==> config.mk <==
export PLATFORM = sky130hd
export DESIGN_NAME = pipeline_ctrl
export DESIGN_NICKNAME = d
export VERILOG_FILES = /design/src/rtl/pipeline_ctrl.sv
export SDC_FILE = /design/constraint.sdc
export NUM_CORES = 1
export LEC_CHECK = 0
export CORE_MARGIN = 5
export CORE_UTILIZATION = 25
export CTS_CLUSTER_SIZE = 24
export DETAILED_ROUTE_END_ITERATION = 16
export PLACE_DENSITY = 0.5
export SYNTH_ARGS = -nofsm -noshare
export SYNTH_HDL_FRONTEND = slang
export SYNTH_SLANG_ARGS = --single-unit
export TNS_END_PERCENT = 50
==> constraint.sdc <==
create_clock -name i_Clock -period 3.6 [get_ports i_Clock]
set_input_delay 0.72 -clock i_Clock [delete_from_list [all_inputs] [get_ports i_Clock]]
set_output_delay 0.72 -clock i_Clock [all_outputs]
set_load 0.005 [all_outputs]
==> src/rtl/pipeline_ctrl.sv <==
// ---------------------------------------------------------------------------
// pipeline_ctrl
// Hazard, forwarding and memory-hold controller for a classic 5-stage
// (IF/ID/EX/MEM/WB) in-order pipeline.
//
// The controller keeps a 3-entry scoreboard (EX, MEM, WB) of the instructions
// that sit in ID/EX, EX/MEM and MEM/WB. The ID instruction is compared
// against it to decide stalls and operand forwarding.
//
// Build option:
//   PIPELINE_CTRL_FWD_EN  defined   -> forwarding; stall only on load-use.
//                         undefined -> no forwarding (selects tied to 0);
//                                      stall while any used source register
//                                      matches the EX, MEM or WB entry.
//
// Parameters:
//   REG_WIDTH    register address width
//   CNT_WIDTH    width of the saturating stall-cycle counter
//   MEM_TIMEOUT  consecutive busy cycles before o_Timeout is raised
//
// Ports:
//   i_Clock          clock, rising edge
//   i_Reset          synchronous, active-low reset
//   i_IDValid        ID holds a valid instruction
//   i_IDRs1Addr/Used, i_IDRs2Addr/Used  ID source registers and read flags
//   i_IDRdAddr, i_IDRdWrEnable          ID destination register / write flag
//   i_IDIsLoad       ID instruction is a load
//   i_IDBranchTaken  ID resolved a taken branch/jump
//   i_MemBusy        data memory not ready; MEM must hold
//   o_IFStall        hold PC and IF/ID
//   o_IDEXBubble     load NOP into ID/EX
//   o_IFIDFlush      load NOP into IF/ID
//   o_PipeHold       freeze PC, IF/ID, ID/EX, EX/MEM
//   o_MEMWBBubble    load NOP into MEM/WB
//   o_FwdASel/BSel   EX operand source: 0 ID/EX, 1 EX/MEM, 2 MEM/WB
//   o_StallCount     saturating count of stall/hold cycles
//   o_Timeout        memory busy for MEM_TIMEOUT consecutive cycles
// ---------------------------------------------------------------------------

module pipeline_ctrl #(
  parameter int REG_WIDTH   = 5,
  parameter int CNT_WIDTH   = 16,
  parameter int MEM_TIMEOUT = 255
) (
  input  logic                 i_Clock,
  input  logic                 i_Reset,
  input  logic                 i_IDValid,
  input  logic [REG_WIDTH-1:0] i_IDRs1Addr,
  input  logic [REG_WIDTH-1:0] i_IDRs2Addr,
  input  logic                 i_IDRs1Used,
  input  logic                 i_IDRs2Used,
  input  logic [REG_WIDTH-1:0] i_IDRdAddr,
  input  logic                 i_IDRdWrEnable,
  input  logic                 i_IDIsLoad,
  input  logic                 i_IDBranchTaken,
  input  logic                 i_MemBusy,
  output logic                 o_IFStall,
  output logic                 o_IDEXBubble,
  output logic                 o_IFIDFlush,
  output logic                 o_PipeHold,
  output logic                 o_MEMWBBubble,
  output logic [1:0]           o_FwdASel,
  output logic [1:0]           o_FwdBSel,
  output logic [CNT_WIDTH-1:0] o_StallCount,
  output logic                 o_Timeout
);

  localparam int TO_W = (MEM_TIMEOUT < 1) ? 1 : $clog2(MEM_TIMEOUT + 1);
  localparam logic [REG_WIDTH-1:0] REG_ZERO = {REG_WIDTH{1'b0}};
  localparam logic [CNT_WIDTH-1:0] CNT_MAX  = {CNT_WIDTH{1'b1}};
  localparam logic [TO_W-1:0]      TO_MAX   = TO_W'(MEM_TIMEOUT);

  // An entry's valid bit already folds in the write enable, so a hit needs
  // only valid, a non-zero rd and an address match on a source that is read.
  function automatic logic reg_hit(input logic                 ent_valid,
                                   input logic [REG_WIDTH-1:0] ent_rd,
                                   input logic [REG_WIDTH-1:0] rs,
                                   input logic                 rs_used);
    return ent_valid & rs_used & (ent_rd != REG_ZERO) & (ent_rd == rs);
  endfunction

  // Scoreboard: index by stage name
  logic                 ex_valid_q,  ex_valid_d;
  logic [REG_WIDTH-1:0] ex_rd_q,     ex_rd_d;
  logic                 ex_load_q,   ex_load_d;
  logic                 mem_valid_q, mem_valid_d;
  logic [REG_WIDTH-1:0] mem_rd_q,    mem_rd_d;
  logic                 mem_load_q,  mem_load_d;
  logic                 wb_valid_q,  wb_valid_d;
  logic [REG_WIDTH-1:0] wb_rd_q,     wb_rd_d;
  logic                 wb_load_q,   wb_load_d;

  logic [CNT_WIDTH-1:0] stall_cnt_q, stall_cnt_d;
  logic [TO_W-1:0]      to_cnt_q,    to_cnt_d;
  logic                 timeout_q,   timeout_d;

  logic ex_hit1_s, ex_hit2_s, mem_hit1_s, mem_hit2_s;
  logic stall_s;
  logic flush_s;
  logic id_enter_s;
  logic unused_s;

  assign ex_hit1_s  = reg_hit(ex_valid_q,  ex_rd_q,  i_IDRs1Addr, i_IDRs1Used);
  assign ex_hit2_s  = reg_hit(ex_valid_q,  ex_rd_q,  i_IDRs2Addr, i_IDRs2Used);
  assign mem_hit1_s = reg_hit(mem_valid_q, mem_rd_q, i_IDRs1Addr, i_IDRs1Used);
  assign mem_hit2_s = reg_hit(mem_valid_q, mem_rd_q, i_IDRs2Addr, i_IDRs2Used);

`ifdef PIPELINE_CTRL_FWD_EN
  // With forwarding only a load result still in EX cannot reach the consumer.
  assign stall_s  = i_IDValid & ex_load_q & (ex_hit1_s | ex_hit2_s);
  // The WB entry and older load flags only mirror the pipe in this build.
  assign unused_s = ^{mem_load_q, wb_valid_q, wb_rd_q, wb_load_q};
`else
  logic wb_hit1_s, wb_hit2_s;
  assign wb_hit1_s = reg_hit(wb_valid_q, wb_rd_q, i_IDRs1Addr, i_IDRs1Used);
  assign wb_hit2_s = reg_hit(wb_valid_q, wb_rd_q, i_IDRs2Addr, i_IDRs2Used);
  // Without forwarding the consumer waits until the producer has left WB.
  assign stall_s   = i_IDValid & (ex_hit1_s | ex_hit2_s | mem_hit1_s |
                                  mem_hit2_s | wb_hit1_s | wb_hit2_s);
  assign unused_s  = ^{ex_load_q, mem_load_q, wb_load_q};
`endif

  // A branch is acted on only once the instruction may really leave ID.
  assign flush_s    = i_IDValid & i_IDBranchTaken & ~stall_s & ~i_MemBusy;
  // Only writers are tracked; bubbled and flushed slots enter EX empty.
  assign id_enter_s = i_IDValid & i_IDRdWrEnable & ~stall_s & ~flush_s;

  assign o_PipeHold    = i_MemBusy;
  assign o_MEMWBBubble = i_MemBusy;

  // Pipeline steering: hold outranks stall, stall outranks flush; quiet in reset
  always_comb begin
    o_IFStall    = 1'b0;
    o_IDEXBubble = 1'b0;
    o_IFIDFlush  = 1'b0;
    if (!i_Reset) begin
      o_IFStall    = 1'b0;
      o_IDEXBubble = 1'b0;
      o_IFIDFlush  = 1'b0;
    end else if (i_MemBusy) begin
      o_IFStall    = 1'b0;
      o_IDEXBubble = 1'b0;
      o_IFIDFlush  = 1'b0;
    end else if (stall_s) begin
      o_IFStall    = 1'b1;
      o_IDEXBubble = 1'b1;
      o_IFIDFlush  = 1'b0;
    end else begin
      o_IFStall    = 1'b0;
      o_IDEXBubble = 1'b0;
      o_IFIDFlush  = flush_s;
    end
  end

  // Next state of the scoreboard, stall counter and busy timeout
  always_comb begin
    ex_valid_d  = ex_valid_q;
    ex_rd_d     = ex_rd_q;
    ex_load_d   = ex_load_q;
    mem_valid_d = mem_valid_q;
    mem_rd_d    = mem_rd_q;
    mem_load_d  = mem_load_q;
    wb_valid_d  = wb_valid_q;
    wb_rd_d     = wb_rd_q;
    wb_load_d   = wb_load_q;
    stall_cnt_d = stall_cnt_q;
    to_cnt_d    = to_cnt_q;
    timeout_d   = timeout_q;

    if (i_MemBusy) begin
      // EX and MEM freeze; the stalled MEM stage emits a NOP into WB.
      wb_valid_d = 1'b0;
      wb_rd_d    = REG_ZERO;
      wb_load_d  = 1'b0;
    end else begin
      ex_valid_d  = id_enter_s;
      ex_rd_d     = i_IDRdAddr;
      ex_load_d   = i_IDIsLoad;
      mem_valid_d = ex_valid_q;
      mem_rd_d    = ex_rd_q;
      mem_load_d  = ex_load_q;
      wb_valid_d  = mem_valid_q;
      wb_rd_d     = mem_rd_q;
      wb_load_d   = mem_load_q;
    end

    if ((stall_s | i_MemBusy) && (stall_cnt_q != CNT_MAX)) begin
      stall_cnt_d = stall_cnt_q + CNT_WIDTH'(1'b1);
    end else begin
      stall_cnt_d = stall_cnt_q;
    end

    if (i_MemBusy) begin
      if (to_cnt_q != TO_MAX) begin
        to_cnt_d = to_cnt_q + TO_W'(1'b1);
      end else begin
        to_cnt_d = to_cnt_q;
      end
      timeout_d = (to_cnt_d == TO_MAX);
    end else begin
      to_cnt_d  = {TO_W{1'b0}};
      timeout_d = 1'b0;
    end
  end

  // State registers with synchronous active-low reset
  always_ff @(posedge i_Clock) begin
    if (!i_Reset) begin
      ex_valid_q  <= 1'b0;
      ex_rd_q     <= REG_ZERO;
      ex_load_q   <= 1'b0;
      mem_valid_q <= 1'b0;
      mem_rd_q    <= REG_ZERO;
      mem_load_q  <= 1'b0;
      wb_valid_q  <= 1'b0;
      wb_rd_q     <= REG_ZERO;
      wb_load_q   <= 1'b0;
      stall_cnt_q <= {CNT_WIDTH{1'b0}};
      to_cnt_q    <= {TO_W{1'b0}};
      timeout_q   <= 1'b0;
    end else begin
      ex_valid_q  <= ex_valid_d;
      ex_rd_q     <= ex_rd_d;
      ex_load_q   <= ex_load_d;
      mem_valid_q <= mem_valid_d;
      mem_rd_q    <= mem_rd_d;
      mem_load_q  <= mem_load_d;
      wb_valid_q  <= wb_valid_d;
      wb_rd_q     <= wb_rd_d;
      wb_load_q   <= wb_load_d;
      stall_cnt_q <= stall_cnt_d;
      to_cnt_q    <= to_cnt_d;
      timeout_q   <= timeout_d;
    end
  end

  assign o_StallCount = stall_cnt_q;
  assign o_Timeout    = timeout_q;

`ifdef PIPELINE_CTRL_FWD_EN
  logic [1:0] fwd_a_q, fwd_a_d;
  logic [1:0] fwd_b_q, fwd_b_d;

  // Youngest producer wins: EX/MEM result before MEM/WB data.
  function automatic logic [1:0] fwd_sel(input logic ex_hit, input logic mem_hit);
    if (ex_hit) begin
      return 2'd1;
    end else if (mem_hit) begin
      return 2'd2;
    end else begin
      return 2'd0;
    end
  endfunction

  // Forward selects travel with the instruction into ID/EX
  always_comb begin
    fwd_a_d = fwd_a_q;
    fwd_b_d = fwd_b_q;
    if (i_MemBusy) begin
      fwd_a_d = fwd_a_q;
      fwd_b_d = fwd_b_q;
    end else if (stall_s || !i_IDValid) begin
      fwd_a_d = 2'd0;
      fwd_b_d = 2'd0;
    end else begin
      fwd_a_d = fwd_sel(ex_hit1_s, mem_hit1_s);
      fwd_b_d = fwd_sel(ex_hit2_s, mem_hit2_s);
    end
  end

  // Forward-select registers with synchronous active-low reset
  always_ff @(posedge i_Clock) begin
    if (!i_Reset) begin
      fwd_a_q <= 2'd0;
      fwd_b_q <= 2'd0;
    end else begin
      fwd_a_q <= fwd_a_d;
      fwd_b_q <= fwd_b_d;
    end
  end

  assign o_FwdASel = fwd_a_q;
  assign o_FwdBSel = fwd_b_q;
`else
  assign o_FwdASel = 2'd0;
  assign o_FwdBSel = 2'd0;
`endif

endmodule
==> results of run 1 <==
==> through the flow <==
stage / worst slack (ns) / hold slack [ns]
after floorplan: 1.224 / 0.4583
after global placement: 0.08838 / 0.4966
after detailed placement: 0.08515 / 0.4992
after CTS: 0.08298 / 0.5063
after global routing: 0.002988 / 0.5239
final: 0.1395 / 0.5006
==> metal layers <==
metal | vias up | global-route usage [%] | routed length, µm | share of wire, %
met4 | 0 | 3.374 | 85 | 1.5
met1 | 944 | 14.14 | 2747 | 48
li1 | 1001 | - | - | -
met2 | 55 | 16.35 | 2623 | 46
met3 | 7 | 2.628 | 297 | 5.2
met5 | - | 0 | 0 | 0
==> flip-flops by register name (all words and copies together), names as in the netlist <==
name,flops
o_Timeout,1
o_StallCount,16
ex_valid_q,1
to_cnt_q,8
mem_rd_q,5
mem_valid_q,1
ex_rd_q,5
wb_rd_q,5
wb_valid_q,1
==> worst max path at each step <==
stage | from | to | depth (start not counted)
after floorplan | i_IDRs1Addr[2] | o_IFStall | 6
after global placement | i_IDRs2Addr[0] | o_IFIDFlush | 9
after detailed placement | i_IDRs2Addr[3] | o_IFIDFlush | 9
after CTS | i_IDRs2Addr[3] | o_IFIDFlush | 9
after global routing | i_IDRs1Addr[3] | o_IFIDFlush | 9
final | i_IDRs2Addr[3] | o_IFIDFlush | 9
==> layout make-up <==
cell class              instances  area, µm²  share of cell area [%]
clock buffers                   5      68.82                   2.356
inverters                       3      11.26                  0.3856
clock inverters                 3      25.02                  0.8569
multi-input cells             204       1331                   45.59
flip-flops and latches         43      860.8                   29.48
well taps                     108      135.1                   4.627
repair buffers                 50      488.0                   16.71
==> kinds of logic after synthesis <==
| logic type | synth area share [%] |
|---|---|
| simple gates | 22.22 |
| flops | 37.84 |
| compound gates | 13.37 |
| xor+xnor | 15.02 |
| buf+inv | 4.125 |
| mux | 6.160 |
| fa+ha+maj | 1.100 |
| other cells | 0.1649 |
==> critical path: cells and delay by family <==
kind            cells  cell delay [ns]
xor+xnor            1             0.17
simple gates        4             0.48
buf+inv             2             1.01
compound gates      2             0.37
==> power by group <==
part / total [mW] / internal [mW] / switching (mW)
registers: 0.500 / 0.485 / 0.0153
logic: 0.116 / 0.0649 / 0.0515
clock network: 0.317 / 0.139 / 0.178
==> repair_timing <==
action | 4_1_cts | 5_1_grt
resized for setup | 0 | 1
setup endpoints to repair | 0 | 1
hold buffers | 0 | 0
==> layout by cell type, fill, tap and decap left out, types with 6 or more instances in the layout <==
cell             Yosys  final
xor2_1               8      8
nand3_1              8      8
dfxtp_1             43     43
mux2i_1             14     14
and2_1              10     10
clkdlybuf4s50_1      0     43
nand4_1             12     12
nor2_1              29     29
a21oi_1              7      7
xnor2_1             31     31
nand2_1             24     24
o21ai_0              7      7
o211ai_1            12     12
buf_4                8      6
==> run_results.csv, run 1 <==
group,metric,value,unit
outcome,status,"finished, final reports clean",
critical_path,critical_path_arrival,2.74,ns
timing,grt_setup_unrepaired,"no",
route,drc,0,
grt,grt_pass1_wl,9.611,mm
placement,gp_congestion,0.7820,
worst_hold_path,worstHoldStart,"mem_valid_q",
final_layout,n_fill_cell,929,
final_layout,layout-drive-gt1-share,5.519,%
final_layout,area_delta_synth_final,28.38,%
timing,fmax,289.0,MHz
grt,track_usage,10.47,%
critical_path,required,2.88,ns
critical_path,cp_cell_sequence,"clkdlybuf4s50_1 -> xnor2_1 -> nand4_1 -> o22ai_1 -> a32oi_2 -> nand2_1 -> nor2_1 -> and2_1 -> clkdlybuf4s50_1",
critical_path,path_class,"in -> out",
critical_path,rrSetupSlack,1.11,ns
route,firstDrtPassIters,4,
critical_path,reg2reg_to,"o_StallCount[15]",
cts,clkLatencyLatePin,0.29,ns
synthesis,syn-instance-count,261,
worst_hold_path,holdPathEnd,"wb_valid_q",
floorplan,start_util,25.83,%
worst_hold_path,hold_path_class,"reg -> reg",
timing,setup_viol_count_final,0,
critical_path,rr_startpoint,"wb_rd_q[0]",
critical_path,slowest_delay,0.51,ns
critical_path,slowest_stage,"clkdlybuf4s50_1",
cts,cts-root-buf,"clkbuf_8",
final_layout,final_util,33.16,%
grt,grt_pass1_vias,1933,
critical_path,cp_common_cell,"clkdlybuf4s50_1",
cts,cts_made_buffers,5,
worst_hold_path,whs_path_depth,1,
synthesis,synth_area,2275,µm²
placement,place_area,2824,µm²
critical_path,r2r_cells,8,
route,vias,2007,
pwr,power.total,0.9339,mW
synthesis,synth.avg_cell_area,8.715,µm²
route,routedWlPerCell,13.83,µm
synthesis,async_flop_share,0,%
cts,htree_levels,2,
grt,grt_overflow,0,
synthesis,ys_ff_latch,43,
grt,antenna_found_initial,0,
synthesis,ys_warn_count,0,
timing,finalWorstPathRequiredPeriod,3.461,ns
cts,cts_tree,"yes",
synthesis,ys_seq_area_share,37.84,%
floorplan,dieArea,11110,µm²
cts,cts.sinks,43,
timing,hold_viol_final,0,
synthesis,yosysMostFrequentCell,"dfxtp_1",
cts,post_cts_buffers,0,
placement,dp.cells,408,
route,drt_iter0_markers,73,
pwr,leakage,1.043,nW
timing,worst_pin_slew,0.7960,ns
final_layout,fin_cells,416,
pwr,powerDensity,319.8,nW/µm²
route,via_per_inst,4.825,
timing,finClkSkew,0.002456,ns
timing,relSlewSlack,46.58,%
synthesis,synth_common_cells,"43 x dfxtp_1, 31 x xnor2_1, 29 x nor2_1",
synthesis,synth-edff-count,0,
cts,clock_path_buffers,2,
timing,finalSetupTns,0,ns
floorplan,die-width,105.4,µm
synthesis,synth_area_leaders,"dfxtp_1 38%, xnor2_1 12%, mux2i_1 6.2%",
grt,grt_max_degree,24,
floorplan,core,8806,µm²
floorplan,io_pins,50,
final_layout,design_area,2920,µm²
synthesis,synth-main-ff-cell,"dfxtp_1",
cts,path_clk_slew,0.09,ns
flow_run,maxCapViolCount,0,
route,postRouteAntennaNets,0,
floorplan,die_h,105.4,µm
placement,hpwlAfterDp,4.378,mm
critical_path,cp-end-kind,"output pin",
route,wirelength,5.754,mm
final_layout,nNetsFinal,333,
pwr,peakVddDrop,0.1194,mV
floorplan,row_count,34,
synthesis,synth_largest_area_cell,"dfxtp_1",
placement,numPortBuffers,44,
synthesis,yosysUniqueCellTypes,34,
final_layout,antenna_cells,0,
critical_path,path_max_fanout,3,
timing,fin_crit_sh,96.13,%
timing,slew_viol_final,0,
synthesis,netlist.area_leader.share,37.84,%
critical_path,cp-start-kind,"input pin",
(Power assumes the default switching activity.)
==> run 2: changes to the inputs <==
Settings changed: CELL_PAD_IN_SITES_DETAIL_PLACEMENT set to 0, CELL_PAD_IN_SITES_GLOBAL_PLACEMENT set to 1, GPL_ROUTABILITY_DRIVEN set to 1, PLACE_DENSITY 0.5 to 0.62.
==> run 2 against run 1 <==
Effect of this change:
- critical path depth shrank 2
- clock skew rose by 0.0026 ns
- non-clock buffer count did not move
- final cell count did not move
- hold slack better by 0.0011 ns
- clock power about the same
- clock-buffer cell count unchanged
- final area hardly changed
- die area unchanged
- critical endpoint is now o_IDEXBubble
- highest routed layer unchanged
==> run_results.csv, run 2 (synthesized netlist as in run 1, its figures left out) <==
group,metric,value,unit
final_layout,area_delta_synth_final,28.33,%
critical_path,slowest_stage,"clkdlybuf4s50_1",
final_layout,antenna_cells,0,
cts,path_clk_slew,0.08,ns
worst_hold_path,hold_path_class,"reg -> reg",
grt,grt_pass1_vias,1859,
pwr,peakVddDrop,0.1307,mV
cts,cts_made_buffers,5,
floorplan,core,8806,µm²
placement,gp_congestion,0.7666,
timing,worst_slack,0.1344,ns
grt,track_usage,10.20,%
timing,fin_crit_sh,96.27,%
route,vias,1933,
critical_path,path_class,"in -> out",
critical_path,path_max_fanout,3,
floorplan,dieArea,11110,µm²
pwr,power.total,0.9325,mW
route,firstDrtPassIters,4,
cts,ctsHoldBuffers,0,
floorplan,io_pins,50,
timing,hold_slack,0.5017,ns
final_layout,fin_cells,416,
timing,slew_viol_final,0,
route,via_per_inst,4.647,
cts,clock_path_buffers,2,
route,postRouteAntennaNets,0,
final_layout,largest_reg_flops,16,
floorplan,start_util,25.83,%
floorplan,die-width,105.4,µm
route,routedWlPerCell,13.52,µm
critical_path,cp_cell_sequence,"clkdlybuf4s50_1 -> xnor2_1 -> nand4_1 -> o22ai_1 -> a32oi_2 -> a21oi_1 -> clkdlybuf4s50_1",
grt,grt_max_degree,24,
timing,finalSetupTns,0,ns
placement,dp.cells,408,
outcome,status,"finished, final reports clean",
placement,hpwlAfterDp,4.272,mm
timing,fmax,288.6,MHz
route,drt_iter0_markers,53,
cts,post_cts_buffers,0,
flow_run,maxCapViolCount,0,
critical_path,cp-end-kind,"output pin",
cts,cts_resized,0,
floorplan,die_h,105.4,µm
final_layout,final_common_cell,"clkdlybuf4s50_1",
route,drc,0,
route,wirelength,5.626,mm
timing,relSlewSlack,47.61,%
critical_path,slowest_delay,0.58,ns
timing,finalWorstPathRequiredPeriod,3.466,ns
final_layout,layout-drive-gt1-share,5.844,%
final_layout,n_fill_cell,930,
cts,cts-root-buf,"clkbuf_8",
cts,cts_tree,"yes",
floorplan,row_count,34,
grt,grt_overflow,0,
timing,grt_setup_unrepaired,"yes",
placement,pre_cts_slack,0.06594,ns
cts,htree_levels,2,
cts,clkLatencyLatePin,0.29,ns
timing,finClkSkew,0.005013,ns
critical_path,critical_path_arrival,2.75,ns
cts,cts.sinks,43,
final_layout,nNetsFinal,333,
timing,setup_viol_count_final,0,
grt,antenna_found_initial,0,
pwr,powerDensity,319.5,nW/µm²
grt,grt_pass1_wl,9.335,mm
placement,numPortBuffers,44,
critical_path,cp_common_cell,"clkdlybuf4s50_1",
final_layout,design_area,2919,µm²
timing,hold_viol_final,0,
final_layout,final_cell_mix,"44 x clkdlybuf4s50_1, 43 x dfxtp_1, 31 x xnor2_1, 28 x nor2_1, 24 x nand2_1",
timing,worst_pin_slew,0.7805,ns
pwr,leakage,1.030,nW
critical_path,cp-start-kind,"input pin",
final_layout,final_util,33.15,%
critical_path,required,2.88,ns
placement,place_area,2824,µm²
==> run 2: cell count changes in the layout (fill, tap and decap cells not counted) <==
cell	change
clkdlybuf4s50_1	+1
clkinv_4	-2
clkinvlp_4	+1
dlymetal6s2s_1	-1
inv_6	+1
nor2_1	-1
nor2_2	+1
==> run 2: worst max-delay path, delay by kind of cell <==
kind	cells	cell delay [ns]
AND/OR/NAND/NOR	1	0.10
XOR/XNOR	1	0.15
AO/OA/AOI/OAI	3	0.63
buffers and inverters	2	1.13
==> run 2: worst paths after layout <==
kind              cells after the start      startpoint  slack, ns               end
setup reg to reg                      8      wb_rd_q[0]       1.10  o_StallCount[15]
setup / recovery                      7  i_IDRs1Addr[0]       0.13      o_IDEXBubble
hold / removal                        2      ex_valid_q       0.50        ex_valid_q
hold reg to reg                       2      ex_valid_q       0.50        ex_valid_q
==> run 2: cell type report <==
type / count / area, µm² / share of cell area (%)
multi-input combinational: 204 / 1334 / 45.69
inverter: 3 / 11.26 / 0.3858
clock inverter: 3 / 23.77 / 0.8144
clock buffer: 5 / 68.82 / 2.357
timing repair buffer: 50 / 485.5 / 16.63
tap: 108 / 135.1 / 4.629
sequential: 43 / 860.8 / 29.49
==> run 2: layer usage <==
metal / global-route usage (%) / share of wire, %
met2: 16.85 / 48
met4: 2.812 / 1.1
met5: 0 / 0
met3: 2.384 / 3.4
met1: 13.31 / 47
==> run 2: power by group <==
group	internal (mW)	switching (mW)	leakage, nW
Clock	0.139	0.178	0.0408
Combinational	0.0650	0.0507	0.640
Sequential	0.485	0.0145	0.349
Total	0.689	0.244	1.03
